<file path="src/rtl/display_pkg.sv">
// Shared types, segment codes and digit helpers for the score display scanner.
// A digit nibble of 4'hF marks a blanked position; valid BCD never exceeds 9.
package display_pkg;

  typedef enum logic [1:0] {
    IDLE   = 2'd0,
    CONV1  = 2'd1,
    CONV2  = 2'd2,
    COMMIT = 2'd3
  } state_e;

  localparam logic [7:0] SEG_0     = 8'h3F;
  localparam logic [7:0] SEG_1     = 8'h06;
  localparam logic [7:0] SEG_2     = 8'h5B;
  localparam logic [7:0] SEG_3     = 8'h4F;
  localparam logic [7:0] SEG_4     = 8'h66;
  localparam logic [7:0] SEG_5     = 8'h6D;
  localparam logic [7:0] SEG_6     = 8'h7D;
  localparam logic [7:0] SEG_7     = 8'h07;
  localparam logic [7:0] SEG_8     = 8'h7F;
  localparam logic [7:0] SEG_9     = 8'h6F;
  localparam logic [7:0] SEG_BLANK = 8'h00;

  localparam logic [7:0] COM_OFF     = 8'hFF;
  localparam logic [3:0] DIGIT_BLANK = 4'hF;

  function automatic logic [7:0] bcd_to_seg(input logic [3:0] digit);
    logic [7:0] seg;
    case (digit)
      4'd0:    seg = SEG_0;
      4'd1:    seg = SEG_1;
      4'd2:    seg = SEG_2;
      4'd3:    seg = SEG_3;
      4'd4:    seg = SEG_4;
      4'd5:    seg = SEG_5;
      4'd6:    seg = SEG_6;
      4'd7:    seg = SEG_7;
      4'd8:    seg = SEG_8;
      4'd9:    seg = SEG_9;
      default: seg = SEG_BLANK;
    endcase
    return seg;
  endfunction

  // Replace leading zero digits of a 4-digit group with blanks; units always shown.
  function automatic logic [15:0] blank_leading(input logic [15:0] bcd);
    logic [15:0] result;
    logic        leading;
    result  = bcd;
    leading = 1'b1;
    for (int i = 3; i >= 1; i--) begin
      if (leading && (bcd[i*4 +: 4] == 4'd0)) begin
        result[i*4 +: 4] = DIGIT_BLANK;
      end else begin
        leading = 1'b0;
      end
    end
    return result;
  endfunction

endpackage

</file>
<file path="src/rtl/bin2bcd_seq.sv">
// Serial double-dabble converter: one bit per cycle, VAL_W cycles per value.
// The first shift happens on the start cycle; done flags the cycle of the final shift.
module bin2bcd_seq
  import display_pkg::*;
#(
  parameter int VAL_W = 10
) (
  input  logic             clk,
  input  logic             nRST,
  input  logic             start,
  input  logic [VAL_W-1:0] bin_in,
  output logic             done,
  output logic [15:0]      bcd_out
);

  localparam int CNT_W = $clog2(VAL_W + 1);

  logic [15:0]      acc_q;
  logic [VAL_W-1:0] shift_q;
  logic [CNT_W-1:0] cnt_q;
  logic             run_q;

  logic [VAL_W-1:0] src;
  logic [15:0]      base;
  logic [11:0]      lowAdj;
  logic [2:0]       topAdj;

  // bcd_out is the accumulator after this cycle's adjust-and-shift step.
  always_comb begin
    src    = start ? bin_in : shift_q;
    base   = start ? 16'h0000 : acc_q;
    lowAdj = 12'h000;
    for (int i = 0; i < 3; i++) begin
      lowAdj[i*4 +: 4] = (base[i*4 +: 4] >= 4'd5) ? base[i*4 +: 4] + 4'd3 : base[i*4 +: 4];
    end
    topAdj  = 3'((base[15:12] >= 4'd5) ? base[15:12] + 4'd3 : base[15:12]);
    bcd_out = {topAdj, lowAdj, src[VAL_W-1]};
    done    = run_q && (cnt_q == CNT_W'(1));
  end

  always_ff @(posedge clk or negedge nRST) begin
    if (!nRST) begin
      acc_q   <= 16'h0000;
      shift_q <= '0;
      cnt_q   <= '0;
      run_q   <= 1'b0;
    end else if (start) begin
      acc_q   <= bcd_out;
      shift_q <= bin_in << 1;
      cnt_q   <= CNT_W'(VAL_W - 1);
      run_q   <= 1'b1;
    end else if (run_q) begin
      if (cnt_q == CNT_W'(1)) begin
        acc_q <= 16'h0000;
        cnt_q <= '0;
        run_q <= 1'b0;
      end else begin
        acc_q   <= bcd_out;
        shift_q <= shift_q << 1;
        cnt_q   <= cnt_q - CNT_W'(1);
      end
    end
  end

endmodule

</file>
<file path="src/rtl/score_display_scanner.sv">
// Converts two player values to BCD and scans them onto an 8-digit seven-segment bus.
// Player 1 drives digits 7..4, player 2 digits 3..0; both groups commit together.
module score_display_scanner
  import display_pkg::*;
#(
  parameter int VAL_W    = 10,
  parameter int SCAN_DIV = 10000
) (
  input  logic             clk,
  input  logic             nRST,
  input  logic             load,
  input  logic [VAL_W-1:0] p1_value,
  input  logic [VAL_W-1:0] p2_value,
  output logic             busy,
  output logic [7:0]       os_ENS,
  output logic [7:0]       os_COM
);

  localparam int PSC_W = $clog2(SCAN_DIV);

  state_e           state_q, state_d;
  logic             pend_q, pend_d;
  logic             start_q, start_d;
  logic [VAL_W-1:0] p1Shadow_q, p1Shadow_d;
  logic [VAL_W-1:0] p2Shadow_q, p2Shadow_d;
  logic [15:0]      stage1_q, stage1_d;
  logic [15:0]      stage2_q, stage2_d;
  logic [31:0]      digits_q, digits_d;

  logic [PSC_W-1:0] psc_q;
  logic [2:0]       idx_q;
  logic [7:0]       com_q;
  logic [7:0]       ens_q;

  logic             engDone;
  logic [15:0]      engBcd;
  logic [VAL_W-1:0] engIn;

  assign engIn = (state_q == CONV2) ? p2Shadow_q : p1Shadow_q;

  bin2bcd_seq #(
    .VAL_W (VAL_W)
  ) u_bin2bcd (
    .clk     (clk),
    .nRST    (nRST),
    .start   (start_q),
    .bin_in  (engIn),
    .done    (engDone),
    .bcd_out (engBcd)
  );

  always_comb begin
    state_d    = state_q;
    pend_d     = pend_q;
    start_d    = 1'b0;
    p1Shadow_d = p1Shadow_q;
    p2Shadow_d = p2Shadow_q;
    stage1_d   = stage1_q;
    stage2_d   = stage2_q;
    digits_d   = digits_q;
    case (state_q)
      IDLE: begin
        if (load) begin
          p1Shadow_d = p1_value;
          p2Shadow_d = p2_value;
          start_d    = 1'b1;
          state_d    = CONV1;
        end
      end
      CONV1: begin
        if (load) pend_d = 1'b1;
        if (engDone) begin
          stage1_d = engBcd;
          start_d  = 1'b1;
          state_d  = CONV2;
        end
      end
      CONV2: begin
        if (load) pend_d = 1'b1;
        if (engDone) begin
          stage2_d = engBcd;
          state_d  = COMMIT;
        end
      end
      COMMIT: begin
        digits_d = {blank_leading(stage1_q), blank_leading(stage2_q)};
        // A load seen in this cycle is folded into the pending restart.
        if (pend_q || load) begin
          pend_d     = 1'b0;
          p1Shadow_d = p1_value;
          p2Shadow_d = p2_value;
          start_d    = 1'b1;
          state_d    = CONV1;
        end else begin
          state_d = IDLE;
        end
      end
      default: state_d = IDLE;
    endcase
  end

  always_ff @(posedge clk or negedge nRST) begin
    if (!nRST) begin
      state_q    <= IDLE;
      pend_q     <= 1'b0;
      start_q    <= 1'b0;
      p1Shadow_q <= '0;
      p2Shadow_q <= '0;
      stage1_q   <= 16'h0000;
      stage2_q   <= 16'h0000;
      digits_q   <= {8{DIGIT_BLANK}};
    end else begin
      state_q    <= state_d;
      pend_q     <= pend_d;
      start_q    <= start_d;
      p1Shadow_q <= p1Shadow_d;
      p2Shadow_q <= p2Shadow_d;
      stage1_q   <= stage1_d;
      stage2_q   <= stage2_d;
      digits_q   <= digits_d;
    end
  end

  // Free-running scan; outputs are registered from the current index.
  always_ff @(posedge clk or negedge nRST) begin
    if (!nRST) begin
      psc_q <= '0;
      idx_q <= 3'd0;
      com_q <= COM_OFF;
      ens_q <= SEG_BLANK;
    end else begin
      if (psc_q == PSC_W'(SCAN_DIV - 1)) begin
        psc_q <= '0;
        idx_q <= idx_q + 3'd1;
      end else begin
        psc_q <= psc_q + PSC_W'(1);
      end
      com_q <= ~(8'h01 << idx_q);
      ens_q <= bcd_to_seg(digits_q[{idx_q, 2'b00} +: 4]);
    end
  end

  assign busy   = (state_q != IDLE);
  assign os_COM = com_q;
  assign os_ENS = ens_q;

endmodule

</file>
<file path="config.mk">
export PLATFORM = sky130hd
export DESIGN_NAME = score_display_scanner
export DESIGN_NICKNAME = d
export VERILOG_FILES = /design/src/rtl/display_pkg.sv /design/src/rtl/bin2bcd_seq.sv /design/src/rtl/score_display_scanner.sv
export SDC_FILE = /design/constraint.sdc
export NUM_CORES = 1
export LEC_CHECK = 0
export CAP_MARGIN = 20
export CORE_ASPECT_RATIO = 0.8
export CORE_MARGIN = 2
export CORE_UTILIZATION = 39
export CTS_BUF_LIST = sky130_fd_sc_hd__clkbuf_2 sky130_fd_sc_hd__clkbuf_4 sky130_fd_sc_hd__clkbuf_8
export DETAILED_ROUTE_END_ITERATION = 8
export GPL_TIMING_DRIVEN = 1
export MAX_ROUTING_LAYER = met4
export PLACE_DENSITY = 0.54
export SLEW_MARGIN = 30
export SYNTH_ARGS = -nofsm -noshare
export SYNTH_HDL_FRONTEND = slang
export SYNTH_SLANG_ARGS = --single-unit
</file>
<file path="constraint.sdc">
create_clock -name clk -period 5.5 [get_ports clk]
set_clock_uncertainty 0.2 [all_clocks]
set_input_delay 1.1 -clock clk [delete_from_list [all_inputs] [get_ports clk]]
set_output_delay 1.1 -clock clk [all_outputs]
set_load 0.03 [all_outputs]
</file>
==> results of run 1 <==
-- flip-flops by register name, summed over array words and instances (netlist names) --
| signal | cells |
|---|---|
| digits_q | 32 |
| idx_q | 3 |
| os_COM | 8 |
| os_ENS | 7 |
| p1Shadow_q | 10 |
| p2Shadow_q | 10 |
| pend_q | 1 |
| psc_q | 14 |
| stage1_q | 16 |
| stage2_q | 16 |
| start_q | 1 |
| state_q | 2 |
| u_bin2bcd.acc_q | 16 |
| u_bin2bcd.cnt_q | 4 |
| u_bin2bcd.run_q | 1 |
| u_bin2bcd.shift_q | 9 |
-- report_power, final --
part           internal (mW)  total (mW)  switching (mW)
Sequential              1.53        1.79           0.264
Combinational          0.679        1.45           0.772
Clock                  0.458       0.856           0.399
Total                   2.66        4.10            1.43
-- worst max-delay path, stage by stage (launching register included) --
cell,delay [ps]
dfrtp_1,400
inv_1,110
ha_1,260
inv_1,140
clkdlybuf4s50_1,690
-- per-stage QoR --
stage,total power [mW],hold slack [ps]
after global placement,3.21,257
after CTS,4.15,280
after global routing,4.41,311
after floorplan,2.88,243
final,4.10,278
after detailed placement,3.27,263
-- layer usage --
metal	global-route usage	part of all wire
met1	0.216	0.51
met2	0.241	0.45
met3	0.0348	0.035
met4	0.0510	0.0091
met5	-	0
-- area by class of cell --
type                            instances  share of cell area
Clock buffer                           24              0.0382
Clock inverter                          8              0.0122
Inverter                               18             0.00846
Multi-Input combinational cell        419               0.375
Sequential cell                       150               0.476
Tap cell                              225              0.0352
Timing Repair Buffer                   42              0.0545
-- cell usage after synthesis, drive strengths merged (4+ instances only) --
master,number
nor2,37
xor2,6
nand2,85
o22ai,5
nand3,10
dfrtp,110
o22a,16
nor2b,7
mux2i,17
o21ba,4
clkbuf,14
a21boi,4
and4,4
nand2b,9
o21ai,46
inv,17
a21oi,30
xnor2,9
mux2,46
a21o,5
o31ai,13
ha,23
a22o,4
dfstp,40
buf,15
mux4,8
nor4,4
-- cells by family after synthesis --
| logic type | Yosys count | synth area share |
|---|---|---|
| compound gates | 137 | 0.125 |
| xor+xnor | 15 | 0.0188 |
| fa+ha+maj | 23 | 0.0411 |
| buf+inv | 47 | 0.0284 |
| flops | 150 | 0.544 |
| mux | 71 | 0.130 |
| other cells | 1 | 0.000536 |
| simple gates | 172 | 0.112 |
-- how the worst max path moves through the flow --
stage / to / depth (start not counted)
CTS: busy / 4
global placement: p1Shadow_q[6]$_DFFE_PN0P_ / 4
detailed placement: p2Shadow_q[0]$_DFFE_PN0P_ / 4
global route: busy / 4
finish: busy / 4
floorplan: p1Shadow_q[0]$_DFFE_PN0P_ / 4
==> reports/qor.yml, run 1 <==
status:
  status: "complete, no violations"
place:
  placed_cells: 853
  globalplace.congestion: 0.796
  dpl.hpwl_mm: 9.40
  dp_slack_ps: 2190
  portBuffers: 38
  place_area_sq_um: 7550
global_routing:
  grt_pass1_vias: 4609
  grt_pass1_wl_mm: 23.2
  grt_max_degree: 118
  grt_overflow_total: 0
  antenna_found_initial: 0
  grtUsageTotal: 0.159
final_layout:
  finish.utilization: 0.458
  final_area_sq_um: 7990
  drive_gt1_frac: 0.206
  syn2layout_area_growth_pct: 14.2
  final_common_cell: "dfrtp_1"
  n_antenna_cell: 0
  layout_common_cells: "dfrtp_1, nand2_1, mux2_2"
  multiInputGateArea_sq_um: 3000
  finalNetCount: 694
  instances_no_fill: 886
  regArea_sq_um: 3800
  fill_cells: 1624
worst_setup_path:
  crit_arrival_ps: 2040
  r2r-start: "start_q$_DFF_PN0_"
  r2r_slack_ps: 2490
  path_max_fanout: 5
  reg2regPathDepth: 7
  start_kind: "register"
  r2r-end: "stage1_q[9]$_DFFE_PN0P_"
  endpoint_kind: "primary output"
  critPathKind: "register to primary output"
  setup.worst_path.start: "state_q[0]$_DFFE_PN0P_"
  worstPathRequired_ps: 4200
timing:
  hold_viol_final: 0
  rsz0062_at_grt: "no"
  tns_ps: 0
  setup_ws_ps: 2160
  period_share: 0.607
  final.min_clock_period_ps: 3340
  setup_viol: 0
  max_clock_freq_ghz: 0.299
  slew_headroom: 0.420
  tightest_slew_ps: 868
  drv_slew: 0
die:
  fp.dieW_microns: 154
  fp-row-count: 43
  ios: 40
  core-area_sq_um: 17400
  die-area_sq_um: 19000
  start_util: 0.401
  die_y_microns: 124
pwr:
  power_leakage_nw: 3.42
  peakVddDrop_v: 0.000194
  p_per_area_nw_per_um2: 513
cts:
  cts_setup_buffers: 0
  tritoncts: "built"
  clk_path_buf_depth: 2
  cts_buffers: 17
  cts_hold_buf: 0
  cts_resized: 0
  clk_pin_slew_ps: 80
  htree_levels: 4
  cts_root_buf: "clkbuf_8"
  clk_latency_ps: 440
  cts.sinks: 150
routing:
  avgViaCountPerCell: 5.15
  route.vias.total: 4564
  wl_per_cell_microns: 15.5
  route.detailed.drc: 0
  drt_iter0_markers: 204
  antenna_left: 0
  drt-pass1-iter-count: 4
  drt-total-wl_mm: 13.7
job:
  drv_cap: 0
yosys:
  synth_seq_cells: 150
  synthTopCellsByArea: "dfrtp_1, dfstp_2, mux2_2"
  syn-num-nets: 662
  synth_edf_count: 0
  yosys_warnings: 0
  yosysSeqAreaShare: 0.544
  synth.distinct_cells: 52
  synthFlopType: "dfrtp_1"
  async_flop_share: 1.00
  synth_top_cell_by_area: "dfrtp_1"
  netlist_area_sq_um: 6990
  synth_top_area_share: 0.394
  synth_area_per_cell_sq_um: 11.4
  synthCells: 616
hold_path:
  worstHoldPathCells: 2
  hold_end: "stage1_q[2]$_DFFE_PN0P_"
  hp-class: "register to register"
  min_from: "stage1_q[2]$_DFFE_PN0P_"
Power figures use the tool's default switching activity.
==> run 2, diff against run 1 <==
--- a/config.mk
+++ b/config.mk
@@ -13,7 +13,7 @@
 export DETAILED_ROUTE_END_ITERATION = 8
 export GPL_TIMING_DRIVEN = 1
 export MAX_ROUTING_LAYER = met4
-export PLACE_DENSITY = 0.54
+export PLACE_DENSITY = 0.56
 export SLEW_MARGIN = 30
 export SYNTH_ARGS = -nofsm -noshare
 export SYNTH_HDL_FRONTEND = slang
==> constraint.sdc (replaced) <==
create_clock -name clk -period 3 [get_ports clk]
set_clock_uncertainty 0.2 [all_clocks]
set_input_delay 0.6 -clock clk [delete_from_list [all_inputs] [get_ports clk]]
set_output_delay 0.6 -clock clk [all_outputs]
set_load 0.03 [all_outputs]
==> run 2 against run 1 <==
  * Clock power up 85%
  * Worst setup slack worse by 2000 ps
  * Non-clock buffer count up 12
  * Register-to-register slack worse by 2000 ps
  * Critical path type unchanged
  * Routed wire length up 6.0%
  * Design area up 0.85%
  * Sequential power up 83%
  * Die area unchanged
==> reports/qor.yml, run 2 (synthesis gave the netlist of run 1 again) <==
global_routing:
  grt_pass1_vias: 4699  # +2.0%
  grtUsageTotal: 0.168  # +0.00912
  grt_use_met1: 0.226  # +0.0101
  grt_max_degree: 65  # -45%
  gr-max-usage-layer: "met2"
  grt_overflow_total: 0  # unchanged
  grtUsageMet3: 0.0424  # +0.00765
  groute.layer.met2.usage: 0.253  # +0.0122
  antenna_found_initial: 0  # unchanged
  grt_pass1_wl_mm: 24.3  # +4.8%
timing:
  rsz0062_at_grt: "no"
  hold_viol_final: 0  # unchanged
  setup_viol: 0  # unchanged
  tightest_slew_ps: 749  # -120 ps
  tns_ps: 0  # unchanged
  final.min_clock_period_ps: 2830
  period_share: 0.944
  slew_headroom: 0.499  # +0.0795
  whs_ps: 284  # +6.41 ps
  max_clock_freq_ghz: 0.353
  drv_slew: 0  # unchanged
pwr:
  power_leakage_nw: 3.46  # +1.1%
  peakVddDrop_v: 0.000365  # +88%
  p_per_area_nw_per_um2: 953  # +86%
final_layout:
  regArea_sq_um: 3800  # unchanged
  fill_cells: 1601  # -1.4%
  drive_gt1_frac: 0.221  # +0.0156
  finalNetCount: 706  # +1.7%
  syn2layout_area_growth_pct: 15.2
  largest_reg_flops: 32  # unchanged
  multiInputGateArea_sq_um: 2990  # -0.25%
  n_antenna_cell: 0  # unchanged
  layout_common_cells: "dfrtp_1, nand2_1, mux2_2"
  final_common_cell: "dfrtp_1"
  regMostFlops: "digits_q"
cts:
  clk_latency_ps: 460  # +20 ps
  cts_root_buf: "clkbuf_8"
  cts_resized: 0  # unchanged
  cts_hold_buf: 1  # +1
  tritoncts: "built"
  clk_pin_slew_ps: 80  # about the same
  cts_setup_buffers: 0  # unchanged
  cts_buffers: 17  # unchanged
  clk_path_buf_depth: 2  # unchanged
  htree_levels: 4  # unchanged
  cts.sinks: 150  # unchanged
routing:
  wl_per_cell_microns: 16.2  # +4.6%
  drt_iter0_markers: 351  # +72%
  drt-pass1-iter-count: 4  # unchanged
  drt-total-wl_mm: 14.5  # +6.0%
  avgViaCountPerCell: 5.23  # +1.6%
  route.detailed.drc: 0  # unchanged
  route.vias.total: 4698  # +2.9%
  antenna_left: 0  # unchanged
worst_setup_path:
  crit_top_cell: "inv_1"
  cp_slowest_cell: "clkdlybuf4s50_1"
  crit_arrival_ps: 2030  # about the same
  critPathKind: "register to primary output"
  crit_chain: "inv_1 -> ha_1 -> inv_1 -> clkdlybuf4s50_1"
  endpoint_kind: "primary output"
  worst-path-buf-inv: 3  # unchanged
  start_kind: "register"
  max_stage_delay_ps: 690  # about the same
  worstPathRequired_ps: 2200  # -2000 ps
  cpLargestDelayFamily: "buffers and inverters"
  path_max_fanout: 5  # unchanged
die:
  fp.dieW_microns: 154  # unchanged
  die_y_microns: 124  # unchanged
  ios: 40  # unchanged
  core-area_sq_um: 17400  # unchanged
  die-area_sq_um: 19000  # unchanged
  fp-row-count: 43  # unchanged
  start_util: 0.401  # unchanged
status:
  status: "complete, no violations"
place:
  globalplace.congestion: 0.779  # -2.1%
  dpl.hpwl_mm: 10.2  # +9.0%
  portBuffers: 38  # unchanged
hold_path:
  hp-class: "register to register"
job:
  drv_cap: 0  # unchanged
run 2: changes by cell type in the layout (fill, tap and decap cells not counted), moves of 2 or more:
| cell | delta |
|---|---|
| buf_4 | +11 |
| clkbuf_4 | -2 |
| clkbuf_8 | -3 |
| clkinv_1 | -2 |
| clkinvlp_4 | +2 |
| inv_6 | +4 |
run 2: final timing paths:
kind	endpoint	startpoint	depth (start not counted)	slack, ps
max	busy	state_q[1]$_DFFE_PN0P_	4	170
min	u_bin2bcd.shift_q[7]$_DFFE_PN0P_	u_bin2bcd.shift_q[7]$_DFFE_PN0P_	2	280
max reg2reg	os_ENS[0]$_DFF_PN0_	idx_q[0]$_DFFE_PN0N_	8	520
min reg2reg	u_bin2bcd.shift_q[7]$_DFFE_PN0P_	u_bin2bcd.shift_q[7]$_DFFE_PN0P_	2	280
max in group asynchronous	digits_q[19]$_DFFE_PN1N_	nRST	3	1310
min in group asynchronous	psc_q[12]$_DFF_PN0_	nRST	2	490
run 2: worst reg2reg max path, delay by kind of cell (launching register included):
family	cells	cell delay (ps)
AOI/OAI and AO/OA	1	150
adders and majority gates	1	200
buffers and inverters	2	140
and+or+nand+nor	2	310
DFF	1	700
muxes	2	700
run 2: report_power, final:
group | internal (mW) | switching, mW
clock network | 0.770 | 0.814
registers | 2.80 | 0.478
logic | 1.30 | 1.52
run 2: final cells by class:
cell class,instances,area share
clock buffers,19,0.0309
clock inverters,13,0.0183
well taps,225,0.0349
repair buffers,54,0.0641
flip-flops and latches,150,0.472
multi-input cells,419,0.371
inverters,18,0.00839
run 2: stage by stage:
stage               instance area (sq um)  cells  total power, mW  setup slack, ps  utilization
floorplan                            6990    616             5.27              721            -
global placement                     7650    865             6.02              590        0.439
detailed placement                   7650    865             6.14              490        0.439
CTS                                  8060    898             7.76              144        0.462
global route                         8060    898             8.26             35.5        0.462
finish                               8060    898             7.68              169        0.462
run 2: layer usage:
metal	share of wire	vias up
li1	-	2270
met1	0.49	2319
met2	0.46	98
met3	0.040	11
met4	0.0092	0
met5	0	-
==> run 3, diff against run 2 <==
--- a/config.mk
+++ b/config.mk
@@ -8,12 +8,11 @@
 export CAP_MARGIN = 20
 export CORE_ASPECT_RATIO = 0.8
 export CORE_MARGIN = 2
-export CORE_UTILIZATION = 39
+export CORE_UTILIZATION = 56
 export CTS_BUF_LIST = sky130_fd_sc_hd__clkbuf_2 sky130_fd_sc_hd__clkbuf_4 sky130_fd_sc_hd__clkbuf_8
 export DETAILED_ROUTE_END_ITERATION = 8
 export GPL_TIMING_DRIVEN = 1
-export MAX_ROUTING_LAYER = met4
-export PLACE_DENSITY = 0.56
+export PLACE_DENSITY = 0.77
 export SLEW_MARGIN = 30
 export SYNTH_ARGS = -nofsm -noshare
 export SYNTH_HDL_FRONTEND = slang
==> run 3 against run 2 <==
  * Worst setup slack worse by 34 ps
  * Design area down 0.23%
  * Final cell count fell by 8.2%
  * Combinational power is 1% lower
  * Sequential power about the same
  * Clock power grew 13%
  * Worst hold slack got worse by 5.1 ps
  * Non-clock buffer count decreased by 1
  * Core utilization up 20 points
  * Clock-buffer cell count is 6 higher
  * Sequential cell count unchanged
  * Sequential share of layout area is 0.11 points higher
==> reports/qor.yml, run 3 (synthesis gave the netlist of run 1 again) <==
place:
  dp_slack_ps: 531  # +40.3 ps
  portBuffers: 38  # unchanged
  dpl.hpwl_mm: 9.60  # -6.3%
  place_area_sq_um: 7560  # -1.1%
  globalplace.congestion: 0.813  # +4.4%
timing:
  tns_ps: 0  # unchanged
  drv_slew: 0  # unchanged
  slew_headroom: 0.558  # +0.0586
  period_share: 0.955  # +0.0114
  final.min_clock_period_ps: 2870  # +34.2 ps
  rsz0062_at_grt: "no"
  setup_viol: 0  # unchanged
  setup_ws_ps: 135  # -34.2 ps
  whs_ps: 279  # -5.09 ps
  tightest_slew_ps: 655  # -93.4 ps
  hold_viol_final: 0  # unchanged
  max_clock_freq_ghz: 0.349  # -1.2%
pwr:
  clock_power_share: 0.228  # +0.022
  peakVddDrop_v: 0.000437  # +20%
  power.switching_mw: 2.69  # -4.1%
  p_comb_frac: 0.354  # -0.013
  p_int_mw: 5.14  # +5.5%
  p_sw_frac: 0.344  # -0.0219
  p_per_area_nw_per_um2: 975  # +2.2%
  seqPwrFrac: 0.418  # -0.009
  power_leakage_nw: 3.51  # +1.3%
status:
  status: "complete, no violations"
cts:
  cts_buffers: 17  # unchanged
  clk_pin_slew_ps: 80  # about the same
  htree_levels: 4  # unchanged
  clk_latency_ps: 470  # about the same
  cts.sinks: 150  # unchanged
  cts_resized: 0  # unchanged
  tritoncts: "built"
  clk_path_buf_depth: 2  # unchanged
  cts_root_buf: "clkbuf_8"
die:
  die-area_sq_um: 13400  # -30%
  fp-row-count: 36  # -16%
  fp.dieW_microns: 129  # -16%
  die_y_microns: 104  # -16%
  ios: 40  # unchanged
  core-area_sq_um: 12200  # -30%
  start_util: 0.575  # +0.174
routing:
  route.vias.total: 4753  # +1.2%
  drt-total-wl_mm: 13.8  # -5.2%
  avgViaCountPerCell: 5.77  # +10%
  route.detailed.drc: 0  # unchanged
  antenna_left: 0  # unchanged
  drt-pass1-iter-count: 5  # +1
  drt_iter0_markers: 314  # -11%
  wl_per_cell_microns: 16.7  # +3.4%
final_layout:
  final_common_cell: "dfrtp_1"
  fill_cells: 884  # -45%
  n_antenna_cell: 0  # unchanged
  regArea_sq_um: 3800  # unchanged
  finalNetCount: 705  # -0.14%
  final_area_sq_um: 8040  # -0.23%
  drive_gt1_frac: 0.220  # -0.00116
  largest_reg_flops: 32  # unchanged
  multiInputGateArea_sq_um: 2990  # unchanged
  syn2layout_area_growth_pct: 14.9
  regMostFlops: "digits_q"
  layout_common_cells: "dfrtp_1, nand2_1, mux2_2"
hold_path:
  min_from: "u_bin2bcd.shift_q[3]$_DFFE_PN0P_"
  worstHoldPathCells: 2  # unchanged
  hp-class: "register to register"
  hold_end: "u_bin2bcd.shift_q[3]$_DFFE_PN0P_"
job:
  drv_cap: 0  # unchanged
global_routing:
  grt_overflow_total: 0  # unchanged
  grtUsageTotal: 0.223  # +0.0550
  grt_max_degree: 71  # +9.2%
  grt_pass1_wl_mm: 23.4  # -3.4%
  grt_pass1_vias: 4795  # +2.0%
  antenna_found_initial: 0  # unchanged
worst_setup_path:
  r2r_slack_ps: 450  # -70 ps
  crit_arrival_ps: 2070  # +40 ps
  r2r-start: "start_q$_DFF_PN0_"
  path_max_fanout: 5  # unchanged
  start_kind: "register"
  worstPathRequired_ps: 2200  # about the same
  reg2regPathDepth: 6  # -2
  critPathKind: "register to primary output"
  endpoint_kind: "primary output"
  r2r-end: "stage2_q[5]$_DFFE_PN0P_"
run 3: through the flow:
| stage | util | std cells | power, mW |
|---|---|---|---|
| 2_1_floorplan | - | 616 | 5.27 |
| 3_3_place_gp | 0.622 | 791 | 5.90 |
| 3_5_place_dp | 0.622 | 791 | 6.08 |
| 4_1_cts | 0.661 | 824 | 7.87 |
| 5_1_grt | 0.661 | 824 | 8.35 |
| 6_report | 0.661 | 824 | 7.83 |
run 3: power groups by stage:
stage | Clock (mW) | Sequential, mW | Combinational (mW)
detailed placement | 0 | 3.30 | 2.78
CTS | 1.81 | 3.26 | 2.79
global route | 1.90 | 3.36 | 3.09
global placement | 0 | 3.26 | 2.64
finish | 1.78 | 3.27 | 2.78
floorplan | 0 | 3.17 | 2.11
run 3: routing by layer:
metal	vias to the layer above	routed length (microns)	global-route usage
li1	2264	-	-
met1	2362	6620	0.329
met2	107	6230	0.324
met3	20	710	0.0586
met4	0	195	0.0738
met5	-	0	0
run 3: what timing repair did:
| item | CTS | global route |
|---|---|---|
| setup buffers | 0 | 0 |
| endpoints found under the hold margin | 40 | 0 |
| hold buffers | 1 | 0 |
run 3: worst max-delay path by stage:
stage / slack, ps / from / cells after the start / end
5_1_grt: 50 / state_q[0]$_DFFE_PN0P_ / 4 / busy
3_3_place_gp: 610 / load / 5 / p1Shadow_q[5]$_DFFE_PN0P_
2_1_floorplan: 720 / start_q$_DFF_PN0_ / 8 / stage1_q[13]$_DFFE_PN0P_
6_report: 130 / state_q[0]$_DFFE_PN0P_ / 4 / busy
4_1_cts: 120 / state_q[0]$_DFFE_PN0P_ / 4 / busy
3_5_place_dp: 530 / load / 5 / p1Shadow_q[6]$_DFFE_PN0P_
run 3: cell type report:
class,count,area share
Multi-Input combinational cell,419,0.372
Tap cell,152,0.0237
Sequential cell,150,0.473
Clock buffer,25,0.0405
Timing Repair Buffer,53,0.0649
Inverter,18,0.00840
Clock inverter,7,0.0173
run 3: worst max-delay path, cell delays in order (launching register included):
cell and delay, ps:
dfrtp_1 400, inv_1 110, ha_1 260, inv_1 140, clkdlybuf4s50_1 690
